`src/rtl/usb_ep_stream_bridge_if.sv`:
```
// Signal bundle between the USB PE endpoint pair, the byte streams and usb_ep_stream_bridge.
// master = bridge side, slave = PE/stream environment side.
interface usb_ep_stream_bridge_if #(
  parameter int TIMEOUT_W = 8
);
  logic                 o_outEp_req;
  logic                 i_outEp_grant;
  logic                 i_outEp_dataAvail;
  logic                 o_outEp_dataGet;
  logic [7:0]           i_outEp_data;
  logic                 o_inEp_req;
  logic                 i_inEp_grant;
  logic                 i_inEp_dataFree;
  logic                 o_inEp_dataPut;
  logic [7:0]           o_inEp_data;
  logic                 o_inEp_dataDone;
  logic                 o_inEp_stall;
  logic                 i_inEp_acked;
  logic [TIMEOUT_W-1:0] i_timeout;
  logic [7:0]           i_in_data;
  logic                 i_in_valid;
  logic                 o_in_ready;
  logic [7:0]           o_out_data;
  logic                 o_out_valid;
  logic                 i_out_ready;

  modport master (
    output o_outEp_req, o_outEp_dataGet, o_inEp_req, o_inEp_dataPut, o_inEp_data,
           o_inEp_dataDone, o_inEp_stall, o_in_ready, o_out_data, o_out_valid,
    input  i_outEp_grant, i_outEp_dataAvail, i_outEp_data, i_inEp_grant, i_inEp_dataFree,
           i_inEp_acked, i_timeout, i_in_data, i_in_valid, i_out_ready
  );

  modport slave (
    input  o_outEp_req, o_outEp_dataGet, o_inEp_req, o_inEp_dataPut, o_inEp_data,
           o_inEp_dataDone, o_inEp_stall, o_in_ready, o_out_data, o_out_valid,
    output i_outEp_grant, i_outEp_dataAvail, i_outEp_data, i_inEp_grant, i_inEp_dataFree,
           i_inEp_acked, i_timeout, i_in_data, i_in_valid, i_out_ready
  );
endinterface

```
`src/rtl/usb_ep_stream_bridge.sv`:
```
// Bridges a USB OUT/IN endpoint pair to byte streams through FIFOs; IN packets close on size or idle timeout.
// Define USB_EP_BRIDGE_ZLP_EN to send a zero-length packet after a full-size packet that is not followed by data.
module usb_ep_stream_bridge #(
  parameter int OUT_DEPTH = 8,
  parameter int IN_DEPTH  = 16,
  parameter int MAX_PKT   = 32,
  parameter int TIMEOUT_W = 8
) (
  input logic                    i_clk,
  input logic                    i_rst,
  usb_ep_stream_bridge_if.master bus
);
  localparam int OAW = $clog2(OUT_DEPTH);
  localparam int IAW = $clog2(IN_DEPTH);
  localparam int PW  = $clog2(MAX_PKT + 1);
  localparam logic [OAW:0]          OINC    = 1;
  localparam logic [IAW:0]          IINC    = 1;
  localparam logic [PW-1:0]         PINC    = 1;
  localparam logic [PW-1:0]         MAX_CNT = PW'(MAX_PKT);
  localparam logic [TIMEOUT_W-1:0]  TINC    = 1;
`ifdef USB_EP_BRIDGE_ZLP_EN
  localparam bit ZLP_EN = 1'b1;
`else
  localparam bit ZLP_EN = 1'b0;
`endif

  typedef enum logic [1:0] {O_IDLE, O_REQ, O_GET} out_st_e;
  typedef enum logic [2:0] {I_IDLE, I_REQ, I_FILL, I_DONE, I_WAITACK} in_st_e;

  out_st_e out_st_q, out_st_d;
  in_st_e  in_st_q, in_st_d;

  logic [7:0]           out_mem [OUT_DEPTH];
  logic [7:0]           in_mem  [IN_DEPTH];
  logic [OAW:0]         out_wr_q, out_rd_q;
  logic [IAW:0]         in_wr_q, in_rd_q;
  logic                 out_full, out_empty, in_full, in_empty;
  logic                 out_push, out_pop, in_push, in_pop, in_rdy;
  logic                 get, put;
  logic                 rdy_en_q;
  logic [PW-1:0]        pkt_cnt_q, pkt_cnt_d;
  logic [TIMEOUT_W-1:0] timer_q, timer_d;
  logic                 zlp_q, zlp_d;

  // FIFO status: pointers carry one wrap bit beyond the address
  assign out_empty = (out_wr_q == out_rd_q);
  assign out_full  = (out_wr_q[OAW] != out_rd_q[OAW]) && (out_wr_q[OAW-1:0] == out_rd_q[OAW-1:0]);
  assign in_empty  = (in_wr_q == in_rd_q);
  assign in_full   = (in_wr_q[IAW] != in_rd_q[IAW]) && (in_wr_q[IAW-1:0] == in_rd_q[IAW-1:0]);

  assign out_push = get;
  assign out_pop  = !out_empty && bus.i_out_ready;
  assign in_rdy   = rdy_en_q && !in_full;
  assign in_push  = bus.i_in_valid && in_rdy;
  assign in_pop   = put;

  assign bus.o_out_valid  = !out_empty;
  assign bus.o_out_data   = out_empty ? 8'h00 : out_mem[out_rd_q[OAW-1:0]];
  assign bus.o_in_ready   = in_rdy;
  assign bus.o_inEp_data  = in_empty ? 8'h00 : in_mem[in_rd_q[IAW-1:0]];
  assign bus.o_inEp_stall = 1'b0;

  always_ff @(posedge i_clk or posedge i_rst) begin
    if (i_rst) begin
      out_wr_q <= '0;
      out_rd_q <= '0;
      in_wr_q  <= '0;
      in_rd_q  <= '0;
      rdy_en_q <= 1'b0;
    end else begin
      if (out_push) out_wr_q <= out_wr_q + OINC;
      if (out_pop)  out_rd_q <= out_rd_q + OINC;
      if (in_push)  in_wr_q  <= in_wr_q + IINC;
      if (in_pop)   in_rd_q  <= in_rd_q + IINC;
      rdy_en_q <= 1'b1;
    end
  end

  always_ff @(posedge i_clk) begin
    if (out_push) out_mem[out_wr_q[OAW-1:0]] <= bus.i_outEp_data;
    if (in_push)  in_mem[in_wr_q[IAW-1:0]]   <= bus.i_in_data;
  end

  // OUT endpoint FSM
  always_ff @(posedge i_clk or posedge i_rst) begin
    if (i_rst) out_st_q <= O_IDLE;
    else       out_st_q <= out_st_d;
  end

  always_comb begin
    out_st_d = out_st_q;
    case (out_st_q)
      O_IDLE:  if (bus.i_outEp_dataAvail) out_st_d = O_REQ;
      O_REQ:   if (bus.i_outEp_grant) out_st_d = O_GET;
      O_GET:   if (!bus.i_outEp_dataAvail) out_st_d = O_IDLE;
      default: out_st_d = O_IDLE;
    endcase
  end

  // Holding req while the FIFO is full keeps the host buffer owned until space frees
  always_comb begin
    bus.o_outEp_req     = (out_st_q != O_IDLE);
    get                 = (out_st_q == O_GET) && bus.i_outEp_grant &&
                          bus.i_outEp_dataAvail && !out_full;
    bus.o_outEp_dataGet = get;
  end

  // IN endpoint FSM
  always_ff @(posedge i_clk or posedge i_rst) begin
    if (i_rst) begin
      in_st_q   <= I_IDLE;
      pkt_cnt_q <= '0;
      timer_q   <= '0;
      zlp_q     <= 1'b0;
    end else begin
      in_st_q   <= in_st_d;
      pkt_cnt_q <= pkt_cnt_d;
      timer_q   <= timer_d;
      zlp_q     <= zlp_d;
    end
  end

  always_comb begin
    in_st_d   = in_st_q;
    pkt_cnt_d = pkt_cnt_q;
    timer_d   = timer_q;
    zlp_d     = zlp_q;
    case (in_st_q)
      I_IDLE: if (bus.i_inEp_dataFree && (!in_empty || zlp_q)) in_st_d = I_REQ;
      I_REQ: begin
        if (bus.i_inEp_grant) begin
          in_st_d   = I_FILL;
          pkt_cnt_d = '0;
          timer_d   = '0;
        end
      end
      I_FILL: begin
        if (put) begin
          pkt_cnt_d = pkt_cnt_q + PINC;
          timer_d   = '0;
        end else if (in_empty && (timer_q != '1)) begin
          timer_d = timer_q + TINC;
        end
        // Max-size close wins over the timeout; a pending ZLP closes an empty packet
        if (put && (pkt_cnt_q + PINC == MAX_CNT)) begin
          in_st_d = I_DONE;
          zlp_d   = ZLP_EN;
        end else if (!bus.i_inEp_dataFree && (pkt_cnt_q != '0)) begin
          in_st_d = I_DONE;
        end else if (in_empty && (timer_q >= bus.i_timeout) && ((pkt_cnt_q != '0) || zlp_q)) begin
          in_st_d = I_DONE;
        end
      end
      I_DONE: in_st_d = I_WAITACK;
      I_WAITACK: begin
        if (bus.i_inEp_acked) begin
          in_st_d = I_IDLE;
          zlp_d   = ZLP_EN && (pkt_cnt_q == MAX_CNT);
        end
      end
      default: in_st_d = I_IDLE;
    endcase
  end

  always_comb begin
    bus.o_inEp_req      = (in_st_q == I_REQ) || (in_st_q == I_FILL) || (in_st_q == I_DONE);
    put                 = (in_st_q == I_FILL) && bus.i_inEp_grant &&
                          bus.i_inEp_dataFree && !in_empty;
    bus.o_inEp_dataPut  = put;
    bus.o_inEp_dataDone = (in_st_q == I_DONE);
  end
endmodule

```
`src/flat_wrapper.sv`:
```
// flat-port wrapper written by rule: the top's interface ports become plain ports
module usb_ep_stream_bridge_flat 
#(
  parameter int OUT_DEPTH = 8,
  parameter int IN_DEPTH  = 16,
  parameter int MAX_PKT   = 32,
  parameter int TIMEOUT_W = 8
)
  (i_clk, i_rst, bus_o_outEp_req, bus_o_outEp_dataGet, bus_o_inEp_req, bus_o_inEp_dataPut, bus_o_inEp_data, bus_o_inEp_dataDone, bus_o_inEp_stall, bus_o_in_ready, bus_o_out_data, bus_o_out_valid, bus_i_outEp_grant, bus_i_outEp_dataAvail, bus_i_outEp_data, bus_i_inEp_grant, bus_i_inEp_dataFree, bus_i_inEp_acked, bus_i_timeout, bus_i_in_data, bus_i_in_valid, bus_i_out_ready);
  usb_ep_stream_bridge_if #(.TIMEOUT_W(TIMEOUT_W)) bus_i ();
  input logic i_clk;
  input logic i_rst;
  output wire logic [$bits(bus_i.o_outEp_req)-1:0] bus_o_outEp_req;
  output wire logic [$bits(bus_i.o_outEp_dataGet)-1:0] bus_o_outEp_dataGet;
  output wire logic [$bits(bus_i.o_inEp_req)-1:0] bus_o_inEp_req;
  output wire logic [$bits(bus_i.o_inEp_dataPut)-1:0] bus_o_inEp_dataPut;
  output wire logic [$bits(bus_i.o_inEp_data)-1:0] bus_o_inEp_data;
  output wire logic [$bits(bus_i.o_inEp_dataDone)-1:0] bus_o_inEp_dataDone;
  output wire logic [$bits(bus_i.o_inEp_stall)-1:0] bus_o_inEp_stall;
  output wire logic [$bits(bus_i.o_in_ready)-1:0] bus_o_in_ready;
  output wire logic [$bits(bus_i.o_out_data)-1:0] bus_o_out_data;
  output wire logic [$bits(bus_i.o_out_valid)-1:0] bus_o_out_valid;
  input wire logic [$bits(bus_i.i_outEp_grant)-1:0] bus_i_outEp_grant;
  input wire logic [$bits(bus_i.i_outEp_dataAvail)-1:0] bus_i_outEp_dataAvail;
  input wire logic [$bits(bus_i.i_outEp_data)-1:0] bus_i_outEp_data;
  input wire logic [$bits(bus_i.i_inEp_grant)-1:0] bus_i_inEp_grant;
  input wire logic [$bits(bus_i.i_inEp_dataFree)-1:0] bus_i_inEp_dataFree;
  input wire logic [$bits(bus_i.i_inEp_acked)-1:0] bus_i_inEp_acked;
  input wire logic [$bits(bus_i.i_timeout)-1:0] bus_i_timeout;
  input wire logic [$bits(bus_i.i_in_data)-1:0] bus_i_in_data;
  input wire logic [$bits(bus_i.i_in_valid)-1:0] bus_i_in_valid;
  input wire logic [$bits(bus_i.i_out_ready)-1:0] bus_i_out_ready;
  assign bus_o_outEp_req = bus_i.o_outEp_req;
  assign bus_o_outEp_dataGet = bus_i.o_outEp_dataGet;
  assign bus_o_inEp_req = bus_i.o_inEp_req;
  assign bus_o_inEp_dataPut = bus_i.o_inEp_dataPut;
  assign bus_o_inEp_data = bus_i.o_inEp_data;
  assign bus_o_inEp_dataDone = bus_i.o_inEp_dataDone;
  assign bus_o_inEp_stall = bus_i.o_inEp_stall;
  assign bus_o_in_ready = bus_i.o_in_ready;
  assign bus_o_out_data = bus_i.o_out_data;
  assign bus_o_out_valid = bus_i.o_out_valid;
  assign bus_i.i_outEp_grant = bus_i_outEp_grant;
  assign bus_i.i_outEp_dataAvail = bus_i_outEp_dataAvail;
  assign bus_i.i_outEp_data = bus_i_outEp_data;
  assign bus_i.i_inEp_grant = bus_i_inEp_grant;
  assign bus_i.i_inEp_dataFree = bus_i_inEp_dataFree;
  assign bus_i.i_inEp_acked = bus_i_inEp_acked;
  assign bus_i.i_timeout = bus_i_timeout;
  assign bus_i.i_in_data = bus_i_in_data;
  assign bus_i.i_in_valid = bus_i_in_valid;
  assign bus_i.i_out_ready = bus_i_out_ready;
  usb_ep_stream_bridge #(.OUT_DEPTH(OUT_DEPTH), .IN_DEPTH(IN_DEPTH), .MAX_PKT(MAX_PKT), .TIMEOUT_W(TIMEOUT_W)) u_core (.i_clk(i_clk), .i_rst(i_rst), .bus(bus_i));
endmodule
```
`config.mk`:
```
export PLATFORM = sky130hd
export DESIGN_NAME = usb_ep_stream_bridge_flat
export DESIGN_NICKNAME = d
export VERILOG_FILES = /design/src/rtl/usb_ep_stream_bridge_if.sv /design/src/rtl/usb_ep_stream_bridge.sv /design/src/flat_wrapper.sv
export SDC_FILE = /design/constraint.sdc
export NUM_CORES = 1
export LEC_CHECK = 0
export ABC_CLOCK_PERIOD_IN_PS = 5300
export BUFFER_PORTS_ARGS = -buffer_cell sky130_fd_sc_hd__buf_2
export CORE_MARGIN = 2
export CORE_UTILIZATION = 44
export DETAILED_ROUTE_END_ITERATION = 6
export SLEW_MARGIN = 5
export SYNTH_ARGS = -nofsm -noshare
export SYNTH_HDL_FRONTEND = slang
export SYNTH_SLANG_ARGS = --single-unit
```
`constraint.sdc`:
```
create_clock -name i_clk -period 5.3 [get_ports i_clk]
set_input_delay 0.265 -clock i_clk [delete_from_list [all_inputs] [get_ports i_clk]]
set_output_delay 0.265 -clock i_clk [all_outputs]
set_load 0.01 [all_outputs]
```
==> results of run 1 <==
routing by layer:
metal | up-vias | GRT usage (%) | wire, um
li1 | 2337 | - | -
met1 | 2697 | 24.5 | 8930
met2 | 156 | 30.5 | 10200
met3 | 28 | 2.76 | 1020
met4 | 0 | 4.76 | 432
met5 | - | 0 | 0
worst max-delay path, cell delays in order (launching register included):
cell	delay (ps)
dfrtp_2	540
buf_4	520
xor2_1	150
nor4_2	280
buf_4	250
and2_0	670
nor2b_1	140
buf_2	180
sequential cells by signal, indices dropped and copies added (netlist names), 3 cells and up:
register / cells
u_core.pkt_cnt_q: 6
u_core.out_rd_q: 4
u_core.in_st_q: 3
u_core.in_wr_q: 5
u_core.out_wr_q: 4
u_core.in_mem: 128
u_core.in_rd_q: 5
u_core.out_mem: 64
u_core.timer_q: 8
metrics by stage:
stage | worst slack, ps | area, sq um | std cells | hold WS, ps
floorplan | 2920 | 9860 | 559 | 364
CTS | 1660 | 11300 | 920 | 3.20
global route | 1480 | 11300 | 920 | 17.4
finish | 1780 | 11300 | 920 | 18.0
detailed placement | 2050 | 10400 | 874 | 423
global placement | 2240 | 10400 | 874 | 408
layout make-up:
type                       count  area (sq um)
inverter                      20          75.1
multi-input combinational    281          2940
sequential                   230          6720
fill                        1764         10600
timing repair buffer          65           355
clock buffer                  26           608
clock inverter                18           234
tap                          280           350
power by group:
part / total (mW) / switching, mW / internal (mW)
logic: 1.61 / 0.819 / 0.790
clock network: 1.77 / 0.690 / 1.08
registers: 2.34 / 0.225 / 2.11
cell families (layout without fill, tap and decap cells):
family          Yosys count  after routing  synth area share (%)
other cells               2              2                0.0761
buf+inv                  48            129                  2.19
compound gates           52             52                  4.01
fa+ha+maj                19             19                  2.41
mux                      69             69                  14.2
flops                   230            230                  68.1
xor+xnor                 25             25                  2.49
simple gates            114            114                  6.57
how the worst max path moves through the flow:
stage | cells after the start | to | startpoint
finish | 7 | bus_o_inEp_data[6] | u_core.in_rd_q[0]
global route | 7 | bus_o_inEp_data[5] | u_core.in_rd_q[0]
CTS | 7 | bus_o_inEp_data[5] | u_core.in_rd_q[0]
detailed placement | 4 | u_core.out_mem[4][2] | u_core.out_rd_q[1]
global placement | 4 | u_core.out_mem[4][3] | u_core.out_rd_q[1]
floorplan | 8 | u_core.in_mem[3][0] | u_core.in_rd_q[0]
layout by cell type, fill, tap and decap left out, types with 5 or more instances in the layout:
| master | synthesis | final |
|---|---|---|
| nand2_1 | 16 | 16 |
| edfxtp_1 | 192 | 192 |
| and3_1 | 19 | 19 |
| a21oi_1 | 7 | 6 |
| clkinv_2 | 0 | 5 |
| clkbuf_16 | 0 | 24 |
| nor2b_1 | 11 | 11 |
| buf_4 | 3 | 8 |
| nand3_1 | 12 | 12 |
| buf_2 | 6 | 55 |
| mux2i_1 | 9 | 9 |
| xor2_1 | 13 | 13 |
| bufinv_16 | 0 | 5 |
| xnor2_1 | 10 | 10 |
| nand2b_1 | 7 | 7 |
| a31oi_1 | 12 | 12 |
| nor2_1 | 20 | 20 |
| ha_1 | 19 | 19 |
| nand4_1 | 6 | 6 |
| dfrtp_1 | 38 | 37 |
| mux4_2 | 56 | 56 |
| inv_1 | 20 | 20 |
| o21ai_0 | 6 | 6 |
==> summary.md, run 1 <==
| Metric | Value |
|---|---|
| Outcome | `completed` |
| WL/cell | `22.3 um` |
| R2r setup slk | `2090 ps` |
| Row cnt | `54` |
| Remaining antenna violation count after routing | `0` |
| Share of layout cells above drive strength 1 | `27.5%` |
| Initial Util | `45.1%` |
| Worst slew margin | `23.3%` |
| DIE HEIGHT | `154 um` |
| Clock sinks | `230` |
| Top Ports | `57` |
| Via Count | `5218` |
| Cell count of the worst reg-to-reg path | `8` |
| Leakage | `4.04 nW` |
| Hold endpoint | `u_core.out_st_q[1]` |
| RSZ-0062 raised after global routing | `no` |
| CP startpoint kind | `flop` |
| Post-synth EDFFs | `192` |
| Ys Warns | `0` |
| Post-cts resize count | `0` |
| Die ar. | `0.0236 sq mm` |
| Antenna violations before repair | `0` |
| Worst slew pin tran | `1140 ps` |
| Max FO, Critical Path | `28` |
| Hold Crit Depth | `3` |
| Hold path start | `bus_i_outEp_dataAvail` |
| CTS buffer count | `24` |
| Cell taking the most area after synthesis | `edfxtp_1` |
| Synth Cell Area | `0.00986 sq mm` |
| Crit path DAT | `3250 ps` |
| IO Port Bufs | `55` |
| First-pass DRT Iterations | `4` |
| Clk_skew | `13.2 ps` |
| RR Endpoint | `u_core.in_mem[3][4]` |
| Fin util | `51.5%` |
| GPL Wtd Cong | `0.805` |
| Max cap viols | `0` |
| Die width | `154 um` |
| Vias in the first global route | `5519` |
| Total global-route track usage | `18.0%` |
| N_diodes | `0` |
| Worst Hold Class | `in2reg` |
| Worst IR Drop VDD | `0.322 mV` |
| Largest cells by area after synthesis | `edfxtp_1 (58%), mux4_2 (13%), dfrtp_1 (9.6%)` |
| Fin crit period | `3520 ps` |
| Hold Buf Count CTS | `2` |
| Core area | `0.0219 sq mm` |
| Most common cell in the netlist | `edfxtp_1` |
| FF-to-FF Start | `u_core.in_rd_q[0]` |
| PwrDens | `507 mW/mm^2` |
| Register bit count reported by yosys | `230` |
| First-pass GRT wire length | `33.0 mm` |
| WS Path Type | `reg2out` |
| TritonCTS clock tree | `yes` |
| Setup Fix Bufs, Post-CTS | `0` |
| Root Driver | `clkbuf_16` |
| Sum Neg Setup Slack | `0 ps` |
| Initial DRC Count | `450` |
| WP data required | `5040 ps` |
| Final period util | `66.4%` |
| # setup viols final | `0` |
| Longest Clk Path Bufs | `3` |
| Residual DRC | `0` |
| CTS H-tree lvls | `1` |
| Total grt overflow | `0` |
| Fraction of registers with async set/reset | `16.5%` |
| Final total power | `5.71 mW` |
| Max Fclk | `284 MHz` |
| Seq/Total Area, Yosys | `68.1%` |
| Syn nets | `611` |
| Clk Latency, worst-skew pair | `530 ps` |
| Kind of end point of the critical path | `output port` |
| Post-layout nets | `674` |
| WL final | `20.6 mm` |
| Fin. Hold Viols | `0` |
| Routed vias/inst | `5.67` |
| Synth unique cells | `62` |
| Synth Flop Type | `edfxtp_1` |
| Layout area overhead | `14.4%` |
| Share of the synthesized area in the top cell type | `58.5%` |
| DPL Wire Length | `13.6 mm` |
| Largest net degree at the start of global routing | `39` |
| Final Max Slew Viols | `0` |
| Most frequent cells after synthesis | `edfxtp_1 (192), mux4_2 (56), dfrtp_1 (38)` |
| Post-Syn Area per Cell | `17.6 sq um` |
| Cells after Synth | `559` |
| Clock transition at path regs | `60 ps` |
Power figures use the tool's default switching activity.
==> run 2: changes to the inputs <==
Settings changed: ABC_CLOCK_PERIOD_IN_PS 5300 to 3600.
Clock period 5.3 ns to 3.6 ns, I/O delays scaled along.
==> summary.md, run 2 (synthesis results as in run 1) <==
| Metric | Value |
|---|---|
| Outcome | `completed` |
| Final Max Slew Viols | `0 (unchanged)` |
| Layout Cells excl Fill | `934 (+1.5%)` |
| Residual DRC | `0 (unchanged)` |
| DPL Wire Length | `12.5 mm (-7.9%)` |
| Worst Hold Class | `in2reg` |
| Final period util | `85.1%` |
| Die width | `154 um (unchanged)` |
| Combinational Power Share | `29.5% (+1.3 points)` |
| Worst slew pin tran | `849 ps (-292 ps)` |
| WS Path Type | `reg2out` |
| Max cap viols | `0 (unchanged)` |
| R2r setup slk | `880 ps (-1210 ps)` |
| Commonest non-fill, non-tap cells in the layout | `edfxtp_1 (192), mux4_2 (56), buf_2 (55), dfrtp_1 (37), clkbuf_16 (23)` |
| Clock transition at path regs | `60 ps (about the same)` |
| Post-layout nets | `690 (+2.4%)` |
| Longest Clk Path Bufs | `3 (unchanged)` |
| Switching Share | `30.6% (+0.21 points)` |
| Largest register FFs | `128 (unchanged)` |
| Final total power | `7.97 mW (+39%)` |
| GPL Wtd Cong | `0.775 (-3.7%)` |
| TritonCTS clock tree | `yes` |
| Top Ports | `57 (unchanged)` |
| Layout area overhead | `14.3% (about the same)` |
| RSZ-0062 raised after global routing | `no` |
| CTS buffer count | `23 (-4.2%)` |
| Pint | `5.53 mW (+39%)` |
| Kind of end point of the critical path | `output port` |
| CP startpoint kind | `flop` |
| First-pass GRT wire length | `31.1 mm (-5.7%)` |
| WL final | `19.7 mm (-4.1%)` |
| CTS H-tree lvls | `1 (unchanged)` |
| Via Count | `5190 (-0.54%)` |
| WL/cell | `21.1 um (-5.5%)` |
| # setup viols final | `0 (unchanged)` |
| Placed Cells | `880 (+0.69%)` |
| Largest net degree at the start of global routing | `39 (unchanged)` |
| Max FO, Critical Path | `15 (-46%)` |
| Net Sw Power | `2.43 mW (+40%)` |
| Commonest non-fill, non-tap cell in the layout | `edfxtp_1` |
| Clk pwr share | `27.4% (-3.5 points)` |
| Root Driver | `clkbuf_16` |
| Core area | `0.0219 sq mm (unchanged)` |
| PwrDens | `707 mW/mm^2 (+40%)` |
| Sum Neg Setup Slack | `0 ps (unchanged)` |
| WP data required | `3420 ps (-1620 ps)` |
| First-pass DRT Iterations | `5 (+1)` |
| IO Port Bufs | `55 (unchanged)` |
| Worst slew margin | `43.4% (+20 points)` |
| Clock sinks | `230 (unchanged)` |
| Total global-route track usage | `17.0% (-0.94 points)` |
| Clk Latency, worst-skew pair | `510 ps (-20 ps)` |
| Routed vias/inst | `5.56 (-2.0%)` |
| Vias in the first global route | `5483 (-0.65%)` |
| DIE HEIGHT | `154 um (unchanged)` |
| Total grt overflow | `0 (unchanged)` |
| Crit path DAT | `2890 ps (-360 ps)` |
| Remaining antenna violation count after routing | `0 (unchanged)` |
| Setup Fix Bufs, Post-CTS | `0 (unchanged)` |
| Share of layout cells above drive strength 1 | `26.5% (-1.0 points)` |
| Reg power frac | `43.1% (+2.2 points)` |
| Clk_skew | `19.3 ps (+6.10 ps)` |
| Initial Util | `45.1% (unchanged)` |
| Worst IR Drop VDD | `0.373 mV (+16%)` |
| Initial DRC Count | `325 (-28%)` |
| Leakage | `4.06 nW (+0.35%)` |
| Max Fclk | `326 MHz` |
| Die ar. | `0.0236 sq mm (unchanged)` |
| Fin crit period | `3070 ps` |
| Row cnt | `54 (unchanged)` |
| Antenna violations before repair | `1 (+1)` |
| Fin. Hold Viols | `0 (unchanged)` |
## run 2: layer usage
layer	GRT usage [%]	share of wire, %	vias up
li1	-	-	2370
met1	22.3	43	2665
met2	29.5	50	120
met3	2.65	4.1	35
met4	5.20	3.0	0
met5	0	0	-
## run 2: power groups by stage
stage	Sequential (mW)	Combinational, mW	Clock (mW)
2_1_floorplan	3.29	1.88	0
3_3_place_gp	3.47	2.31	0
3_5_place_dp	3.48	2.36	0
4_1_cts	3.43	2.39	2.24
5_1_grt	3.47	2.58	2.35
6_report	3.43	2.35	2.18
## run 2: critical path: stages, from the launching register on
cell     delay [ps]
dfrtp_2         630
buf_4           380
mux4_2          530
mux4_2          470
nor2b_1         170
buf_2           190
## run 2: cell type report
type                            instances  area, sq um
Sequential cell                       230         6720
Inverter                               20         75.1
Clock buffer                           26          587
Clock inverter                         14         96.3
Timing Repair Buffer                   82          510
Antenna cell                            1         2.50
Tap cell                              280          350
Fill cell                            1808        10600
Multi-Input combinational cell        281         2930
## run 2: path summary, 6_finish.rpt
check                                        start                   end  cells past startpoint
worst min-delay path              bus_i_in_data[0]   u_core.in_mem[8][0]                      1
worst max-delay path             u_core.in_rd_q[0]    bus_o_inEp_data[5]                      5
max in group asynchronous                    i_rst     u_core.in_rd_q[0]                      4
worst max register to register  u_core.out_rd_q[1]  u_core.out_mem[7][7]                      4
min in group asynchronous                    i_rst     u_core.timer_q[1]                      4
worst min register to register  u_core.out_st_q[1]    u_core.out_st_q[0]                      1
## run 2: what timing repair did
action	in CTS	in global routing
hold buffers	13	0
setup endpoints to repair	0	0
gates resized for setup	0	0
endpoints found under the hold margin	102	0
## run 2: per-stage QoR
step | utilization (%) | hold slack [ps] | area (sq um) | worst slack [ps]
after global routing | 51.5 | 44.6 | 11300 | 338
final | 51.5 | 49.1 | 11300 | 535
after global placement | 47.8 | 320 | 10500 | 998
after CTS | 51.5 | 28.6 | 11300 | 456
after floorplan | - | 279 | 9860 | 1220
after detailed placement | 47.8 | 336 | 10500 | 891
